--- config.mk ---
export PLATFORM = sky130hd
export DESIGN_NAME = pk_detect_ctrl
export DESIGN_NICKNAME = d
export VERILOG_FILES = /design/src/rtl/pk_detect_ctrl.sv
export SDC_FILE = /design/constraint.sdc
export NUM_CORES = 1
export LEC_CHECK = 0
export CAP_MARGIN = 20
export CORE_MARGIN = 10
export CORE_UTILIZATION = 49
export DETAILED_ROUTE_END_ITERATION = 10
export PLACE_DENSITY = 0.79
export SYNTH_ARGS = -nofsm -noshare
export SYNTH_HDL_FRONTEND = slang
export SYNTH_SLANG_ARGS = --single-unit
--- constraint.sdc ---
create_clock -name clock -period 2.2 [get_ports clock]
set_input_delay 0.44 -clock clock [delete_from_list [all_inputs] [get_ports clock]]
set_output_delay 0.44 -clock clock [all_outputs]
set_load 0.02 [all_outputs]
--- src/rtl/pk_detect_ctrl.sv ---
// pk_detect_ctrl: 4-phase peak-detector handshake with power capture, peak tracking and timeout
module pk_detect_ctrl #(
   parameter int TIMEOUT_CYCLES = 1000000,
   parameter int TW             = 20
) (
   input  logic        clock,
   input  logic        reset,
   input  logic        sample_req,
   input  logic        peak_clear,
   input  logic [11:0] AIN1,
   input  logic [11:0] AIN2,
   input  logic        pk_detect_ack,
   output logic        pk_detect_reset,
   output logic [11:0] fwd_power,
   output logic [11:0] rev_power,
   output logic [11:0] fwd_peak,
   output logic [11:0] rev_peak,
   output logic        pwr_valid,
   output logic        busy,
   output logic        timeout_err
);
   typedef enum logic [1:0] {IDLE, DRAIN, ARM, RELEASE} state_t;
   state_t state_q, state_d, nxt;
   logic [TW-1:0] cnt_q, cnt_d;
   logic pending_q, pending_d, capture, abort;
   logic pk_detect_reset_q, pk_detect_reset_d, busy_q, busy_d;
   logic pwr_valid_q, pwr_valid_d, timeout_err_q, timeout_err_d;
   logic [11:0] fwd_power_q, fwd_power_d, rev_power_q, rev_power_d;
   logic [11:0] fwd_peak_q, fwd_peak_d, rev_peak_q, rev_peak_d, fwd_max, rev_max;
   always_comb begin
      nxt = state_q == IDLE  ? ((sample_req | pending_q) ? (pk_detect_ack ? DRAIN : ARM) : IDLE) :
            state_q == DRAIN ? (pk_detect_ack ? DRAIN : ARM) :
            state_q == ARM   ? (pk_detect_ack ? RELEASE : ARM) :
                               (pk_detect_ack ? RELEASE : IDLE);
      // a completing handshake step wins over an expiring timer
      abort = state_q != IDLE && nxt == state_q && cnt_q == TW'(TIMEOUT_CYCLES - 1);
      capture = state_q == ARM && pk_detect_ack;
      state_d = abort ? IDLE : nxt;
      cnt_d = (state_d != state_q || state_q == IDLE) ? '0 : cnt_q + TW'(1);
      pending_d = state_q != IDLE && (pending_q | sample_req);
      fwd_max = AIN1 > fwd_peak_q ? AIN1 : fwd_peak_q;
      rev_max = AIN2 > rev_peak_q ? AIN2 : rev_peak_q;
      fwd_power_d = capture ? AIN1 : fwd_power_q;
      rev_power_d = capture ? AIN2 : rev_power_q;
      fwd_peak_d = capture ? (peak_clear ? AIN1 : fwd_max) : (peak_clear ? '0 : fwd_peak_q);
      rev_peak_d = capture ? (peak_clear ? AIN2 : rev_max) : (peak_clear ? '0 : rev_peak_q);
      pwr_valid_d = capture;
      timeout_err_d = capture ? 1'b0 : (abort | timeout_err_q);
      pk_detect_reset_d = state_d == ARM;
      busy_d = state_d != IDLE;
   end
   always_ff @(posedge clock) begin
      if (reset) begin
         state_q           <= IDLE;
         cnt_q             <= '0;
         pending_q         <= 1'b0;
         pk_detect_reset_q <= 1'b0;
         busy_q            <= 1'b0;
         pwr_valid_q       <= 1'b0;
         timeout_err_q     <= 1'b0;
         fwd_power_q       <= '0;
         rev_power_q       <= '0;
         fwd_peak_q        <= '0;
         rev_peak_q        <= '0;
      end else begin
         state_q           <= state_d;
         cnt_q             <= cnt_d;
         pending_q         <= pending_d;
         pk_detect_reset_q <= pk_detect_reset_d;
         busy_q            <= busy_d;
         pwr_valid_q       <= pwr_valid_d;
         timeout_err_q     <= timeout_err_d;
         fwd_power_q       <= fwd_power_d;
         rev_power_q       <= rev_power_d;
         fwd_peak_q        <= fwd_peak_d;
         rev_peak_q        <= rev_peak_d;
      end
   end
   assign pk_detect_reset = pk_detect_reset_q;
   assign busy            = busy_q;
   assign pwr_valid       = pwr_valid_q;
   assign timeout_err     = timeout_err_q;
   assign fwd_power       = fwd_power_q;
   assign rev_power       = rev_power_q;
   assign fwd_peak        = fwd_peak_q;
   assign rev_peak        = rev_peak_q;
endmodule

**Word level (Yosys, flattened, before mapping)**

Cells that the tools add are included.

- Multiplexer cells: 15
- Add/subtract/negate cells: 1
- Bitwise operators: 2
- Eq/ne operators: 6
- Reductions and logical operators: 15
- Order comparisons: 2

Operators by type and width:

| operator | count |
|---|---|
| two-way mux 12 bit | 7 |
| > comparator 12 bit | 2 |
| adder 20 x 1 -> 20 bit (second input constant) | 1 |
| == test 20 bit (second input constant) | 1 |
| two-way mux 2 bit | 7 |
| nonzero test 2 bit | 5 |
| == test 2 bit (second input constant) | 2 |
| logical AND 1 bit | 4 |
| AND reduction 2 bit | 2 |
| OR reduction 2 bit | 2 |
| == test 2 x 1 -> 1 bit (second input constant) | 1 |
| == test 2 bit | 1 |
| zero test 2 bit | 1 |
| inequality test 2 bit | 1 |
| bitwise OR 1 bit | 2 |
| logical OR 1 bit | 1 |
| two-way mux 1 bit | 1 |

- Register bits: 75
- Input bits: 29
- Logic and storage cells: 52
- Output and inout port bits: 52

**Logic depth before layout (Yosys ltp)**

Gate-level depths: netlist of the first run.

- Word-level depth: 11
- Depth in mapped cells: 9
- Mapped depth without buffers: 8

**Worst setup path after synthesis of the first run**

Ideal clock, no wire load.

- Path type: register to register
- Start point: register fwd_peak_q[1] (netlist: fwd_peak[1])
- End point: register fwd_peak_q[10] (netlist: fwd_peak[10])
- Clock period less this slack: 2093 ps
- Data arrival time: 1976 ps
- Stages on the path, launching flop included: 10
- Library setup time: 117 ps
- Slack: 107 ps
- Required time: 2083 ps
- Buffers on the path: 1
- Cell sequence: dfxtp_1 inv_1 ha_1 nor2b_1 o211ai_2 a21boi_1 o41a_1 o21a_1 buf_6 a22o_1

- Cells in the longest elaborated chain, start to end: 3

Ends and longest elaborated chain:

| element | line | text |
|---|---|---|
| from (decl) | 29 | `logic [11:0] fwd_peak_q, fwd_peak_d, rev_peak_q, rev_peak_d, fwd_max, rev_max;` |
| from (signal assigned) | 75 | `fwd_peak_q <= fwd_peak_d;` |
| > comparator 12 bit | 41 | `fwd_max = AIN1 > fwd_peak_q ? AIN1 : fwd_peak_q;` |
| nonzero test 2 bit (no line) | - |  |
| AND reduction 2 bit (no line) | - |  |

Every way passes these cells.
A chain may end at the register's enable or synchronous reset.

**Worst setup path in the final report of the first run**

- Start point: input port AIN1[9]
- End point: register fwd_peak_q[2] (netlist: fwd_peak[2])

- Cells in the longest elaborated chain, start to end: 3

Ends and longest elaborated chain:

| element | line | text |
|---|---|---|
| from (decl) | 10 | `input logic [11:0] AIN1,` |
| > comparator 12 bit | 41 |  |
| nonzero test 2 bit (no line) | - |  |
| AND reduction 2 bit (no line) | - |  |

Every way passes these cells.

==> results of run 1 <==
-- power breakdown --
part	switching [W]	internal [W]
Clock	0.000484	0.000580
Sequential	0.0000231	0.00139
Combinational	0.000188	0.000202
Total	0.000695	0.00217
-- metal layers --
| metal | part of all wire | vias to the layer above | track usage |
|---|---|---|---|
| met5 | 0 | - | 0 |
| met4 | 0.019 | 0 | 0.0759 |
| met3 | 0.054 | 18 | 0.0389 |
| met2 | 0.52 | 72 | 0.316 |
| met1 | 0.41 | 1501 | 0.197 |
| li1 | - | 1530 | - |
-- cells by family (layout without fill, tap and decap cells) --
logic type               count (synthesis)  in the layout  synth area share
XOR/XNOR                                18             18            0.0470
buffers and inverters                   41            162            0.0560
adder cells (fa/ha/maj)                 25             25            0.0934
flip-flops                              75             75             0.448
AND/OR/NAND/NOR                        139            139             0.199
AO/OA/AOI/OAI                           76             76             0.156
-- tightest hold or removal path: stages, from the launching register on --
cell and delay, ns:
dfxtp_1 0.31, nand2_1 0.05, a21oi_1 0.05
-- flip-flops by register name, indices dropped and copies added (netlist names) --
signal           count
cnt_q               20
rev_peak            12
rev_power           12
fwd_peak            12
state_q              2
pending_q            1
timeout_err          1
fwd_power           12
pwr_valid            1
pk_detect_reset      1
busy                 1
-- final timing paths --
kind | to
setup / recovery | fwd_peak[2]
hold / removal | fwd_power[5]
setup reg to reg | rev_peak[11]
hold reg to reg | fwd_power[5]
-- cell type report --
type	instances	share of cell area
Tap cell	80	0.0207
Clock buffer	13	0.0329
Timing Repair Buffer	122	0.240
Sequential cell	75	0.312
Clock inverter	2	0.00725
Inverter	25	0.0194
Multi-Input combinational cell	258	0.368
-- cells in the mapped netlist --
library cell	number	area [um^2]
nand2b_1	2	12.5
nand2_2	1	6.26
buf_2	3	15.0
nor2_1	32	120
nand4_1	11	68.8
buf_4	4	30.0
nor3b_1	1	7.51
a21boi_1	2	15.0
o21a_1	2	15.0
nand3_1	10	50.1
and2_1	2	12.5
nor4b_1	1	8.76
a21oi_1	37	185
dfxtp_1	75	1500
nor4_1	4	25.0
xnor2_1	6	52.6
o22ai_1	1	6.26
xor2_1	12	105
nand2_1	55	206
a21boi_0	2	15.0
nor3_1	5	25.0
and4_1	4	35.0
o211ai_2	2	25.0
nor2b_1	4	25.0
nor3_2	2	20.0
nor2b_4	1	13.8
inv_1	25	93.8
o41a_1	2	22.5
and3_1	2	12.5
ha_1	25	313
o21ai_0	1	5.00
a21o_1	2	15.0
or3_1	1	6.26
o22a_1	1	8.76
a22o_1	24	210
nor4_2	1	12.5
buf_6	2	22.5
clkbuf_1	7	26.3
-- stage by stage --
step	instances	setup WS, ns	instance area [um^2]	util	TNS [ns]
floorplan	374	0.107	3350	-	0
global placement	560	-0.426	4490	0.668	-9.18
detailed placement	560	-0.432	4490	0.668	-9.84
CTS	575	0.00826	4740	0.706	0
global route	575	0.00281	4830	0.719	0
finish	575	0.0788	4830	0.719	0
-- timing repair --
action / in CTS / in global routing
gates resized for setup: 16 / 20
setup buffers: 1 / 0
endpoints found under the setup margin: 24 / 24
hold buffers: 0 / 0
pin swaps: 16 / 13
==> results.yml, run 1 <==
worst_setup_path:
  cp_slowest_cell: "clkdlybuf4s50_1"
  crit_path_end_kind: "flop"
  path_class: "in -> reg"
  r2r_start: "rev_peak[10]"
  critPathMaxStageDelay_ns: 0.45
  crit_chain: "clkdlybuf4s50_1, ha_1, nand4_1, nor2_1, a21boi_1, o41a_1, o21a_4, a22o_1"
  start_kind: "primary input"
  worst-path-buf-inv: 1
  crit_cells: 8
  crit_path_max_fanout: 12
  r2r_cells: 10
  arrival_ns: 2.36
  cp-startpoint: "AIN1[9]"
  required_ns: 2.44
  r2r_slack_ns: 0.11
  crit_family: "compound AO/OA/AOI/OAI gates"
global_routing:
  grt_max_degree: 25
  antenna_found_initial: 0
  grt_util_all_layers: 0.177
  overflow: 0
  grt_pass1_wl_mm: 14.9
  grt_pass1_vias: 3138
power:
  leakage_nw: 1.86
  ir_worst_vdd_v: 0.000372
  power_density_nw_per_um2: 593
  p_total_w: 0.00286
routing:
  drt_wl_total_mm: 9.23
  drcViolationCount: 0
  vias: 3121
  firstDrtPassIters: 4
  via_per_inst: 5.43
  antenna_left: 0
  wire_per_inst_um: 16.1
  drtIter0Drc: 105
run:
  drv_cap: 0
clock_network:
  insertion_delay_ns: 0.35
  htreeDepth: 3
  root_buffer: "clkbuf_8"
  path_clk_slew_ns: 0.08
  clock-sinks: 75
  clock_path_buffers: 2
  cts_tree: "done"
  cts_made_buffers: 9
timing:
  skew_ns: 0.0108
  max_freq_mhz: 471
  finalSetupViolations: 0
  hold_viol_final: 0
  worst_pin_slew_ns: 0.474
  slew_headroom: 0.681
  fin_hold_ws_ns: 0.453
  rsz0062_at_grt: "false"
  drv_slew: 0
  period_minus_slack_ns: 2.12
  min_period_over_period: 0.964
synthesis:
  ys.warnings.count: 0
  syn-num-nets: 428
  yosysUniqueCellTypes: 38
  ys_seq_elements: 75
  synth_cells: 374
  yosysSeqAreaShare: 0.448
  synth_area_um2: 3350
  synth_area_per_cell_um2: 8.96
die:
  core-area_um2: 6720
  fp.dieArea_um2: 10500
  dieHeight_um: 103
  start_util: 0.499
  ios: 81
  placementRows: 30
  die_x_um: 103
cells_and_area:
  area.growth.synth_to_final_pct: 44.2
  drive_gt1_frac: 0.156
  regArea_um2: 1510
  layout_common_cells: "71 x dfxtp_1, 66 x clkdlybuf4s50_1, 55 x nand2_1"
  nFillCells: 492
  multiInputGateArea_um2: 1780
  diodes: 0
  final_common_cell: "dfxtp_1"
  layout.nets: 545
place:
  hpwlAfterDp_mm: 6.93
  gp_congestion: 0.880
  place.port_buffers: 80
worst_hold_path:
  min-delay-start: "fwd_power[5]"
  hold_class: "reg -> reg"
  hold_depth: 2
status:
  status: "completed"
Power figures use the tool's default switching activity.
==> run 2, diff against run 1 <==
- ABC_AREA: not set -> 1
- CORE_UTILIZATION: 49 -> 51
- PLACE_DENSITY: 0.79 -> 0.78
- REMOVE_ABC_BUFFERS: not set -> 1
==> results.yml, run 2 <==
status:
  status: "completed"
synthesis:
  synth_area_per_cell_um2: 7.44
  synth_most_common_cell: "nand2_1"
  ys_seq_elements: 75
  yosysUniqueCellTypes: 32
  synth_top_cell_by_area: "dfxtp_1"
  synthTopCellsByCount: "136 x nand2_1, 75 x dfxtp_1, 63 x nor2_1"
  synth_top_area_frac: 0.390
  synth_flop_cell: "dfxtp_1"
  synth_cells: 517
  async_reset_ff_frac: 0
  synth_edf_count: 0
  yosysSeqAreaShare: 0.390
  ys.warnings.count: 0
  synth_area_um2: 3850
  synth_area_leaders: "dfxtp_1 39%, nand2_1 13%, ha_1 8.1%, nor2_1 6.1%, inv_1 4.8%"
routing:
  antenna_left: 0
  wire_per_inst_um: 13.7
  firstDrtPassIters: 4
  drt_wl_total_mm: 9.77
  via_per_inst: 5.03
  drcViolationCount: 0
  vias: 3579
  drtIter0Drc: 106
worst_setup_path:
  cp_slowest_cell: "clkdlybuf4s50_1"
  critPathMaxStageDelay_ns: 0.44
  crit_family: "simple AND/OR/NAND/NOR gates"
  crit_path_max_fanout: 9
  path_class: "in -> reg"
  worst-path-buf-inv: 2
  crit_path_end_kind: "flop"
  start_kind: "primary input"
  required_ns: 2.44
  arrival_ns: 2.21
  crit_chain: "clkdlybuf4s50_1, ha_1, nand2_1, nor2_1, and2_1, nand2_1, nand3_1, nand2_2, buf_4, a21boi_0, nor2_1"
clock_network:
  cts_made_buffers: 9
  postCtsResizedCells: 0
  cts-hold-fix-buffers: 0
  htreeDepth: 3
  clock-sinks: 75
  clock_path_buffers: 2
  cts_tree: "done"
  insertion_delay_ns: 0.35
  path_clk_slew_ns: 0.07
  post_cts_buffers: 0
  root_buffer: "clkbuf_8"
cells_and_area:
  nFillCells: 660
  layout_common_cells: "136 x nand2_1, 80 x clkdlybuf4s50_1, 75 x dfxtp_1"
  multiInputGateArea_um2: 2030
  top_register: "cnt_q"
  final_common_cell: "nand2_1"
  drive_gt1_frac: 0.103
  regArea_um2: 1500
  design_area_um2: 5000
  largest_reg_flops: 20
  area.growth.synth_to_final_pct: 30.0
  layout.nets: 661
  fin_util: 0.686
timing:
  max_freq_mhz: 508
  setup_slack_ns: 0.231
  slew_headroom: 0.714
  drv_slew: 0
  min_period_over_period: 0.895
  hold_viol_final: 0
  finalSetupViolations: 0
  rsz0062_at_grt: "false"
  worst_pin_slew_ns: 0.429
  period_minus_slack_ns: 1.97
  skew_ns: 0.00685
die:
  fp.dieArea_um2: 11400
  core-area_um2: 7290
  placementRows: 31
  die_x_um: 107
  ios: 81
  dieHeight_um: 107
  start_util: 0.528
global_routing:
  overflow: 0
  met1_usage: 0.201
  grt_pass1_vias: 3532
  met3_usage: 0.0407
  busiest_layer: "met2"
  grt_util_all_layers: 0.173
  grt_max_degree: 46
  antenna_found_initial: 1
  grt_pass1_wl_mm: 16.5
  grt_use_met2: 0.302
place:
  placed_cell_area_um2: 4810
  pre_cts_ws_ns: -0.105
  gp_congestion: 0.910
  hpwlAfterDp_mm: 7.36
  place.port_buffers: 80
power:
  switchingPower_w: 0.000830
  p_int_w: 0.00224
  power_density_nw_per_um2: 614
  combPwrFrac: 0.184
  seq_power_share: 0.468
  power_frac_clock: 0.348
  ir_worst_vdd_v: 0.000340
  p_sw_frac: 0.270
  leakage_nw: 2.07
worst_hold_path:
  hold_class: "reg -> reg"
run:
  drv_cap: 0
==> run 2: logic make-up after synthesis <==
kind of cell / share of synthesized area
xor+xnor: 0.0410
compound gates: 0.0930
fa+ha+maj: 0.0813
buf+inv: 0.0836
simple gates: 0.311
flops: 0.390
==> run 2: layout make-up <==
class,count,area share
antenna,1,0.000500
clock buffer,13,0.0318
clock inverter,2,0.00700
inverter,55,0.0413
multi-input combinational,368,0.405
sequential,75,0.300
tap,99,0.0248
timing repair buffer,98,0.190
==> run 2: per-stage QoR <==
step,setup TNS [ns],instances,hold slack (ns),total power (W)
2_1_floorplan,0,498,0.429,0.00177
3_3_place_gp,-0.0564,695,0.437,0.00202
3_5_place_dp,-1.17,695,0.450,0.00203
4_1_cts,0,710,0.462,0.00309
5_1_grt,0,711,0.487,0.00323
6_report,0,711,0.461,0.00307
==> run 2: worst min-delay path, cell delays in order, from the launching register on <==
cell     delay, ns
dfxtp_1       0.31
nand2_1       0.06
a21oi_1       0.05
==> run 2: layer usage <==
| layer | vias to the layer above | wire length, um |
|---|---|---|
| met5 | - | 0 |
| met4 | 0 | 181 |
| met3 | 18 | 524 |
| met2 | 85 | 4800 |
| met1 | 1663 | 4270 |
| li1 | 1813 | - |
==> run 2: final timing paths <==
path,from,end,slack (ns),cells past startpoint
hold reg to reg,fwd_power[1],fwd_power[1],0.46,2
setup reg to reg,rev_peak[11],rev_peak[5],0.41,12
hold / removal,fwd_power[1],fwd_power[1],0.46,2
setup / recovery,AIN1[7],fwd_peak[11],0.23,11
==> run 2: power groups by stage <==
stage	clock [W]	combinational (W)	sequential, W
6_report	0.00107	0.000565	0.00144
5_1_grt	0.00115	0.000629	0.00144
4_1_cts	0.00108	0.000570	0.00144
3_5_place_dp	0	0.000565	0.00147
3_3_place_gp	0	0.000548	0.00147
2_1_floorplan	0	0.000252	0.00152
==> run 3, diff against run 2 <==
- CAP_MARGIN: 20 -> not set
==> results of run 3 <==
The final DEF is identical to that of run 2; final timing and power are the same.
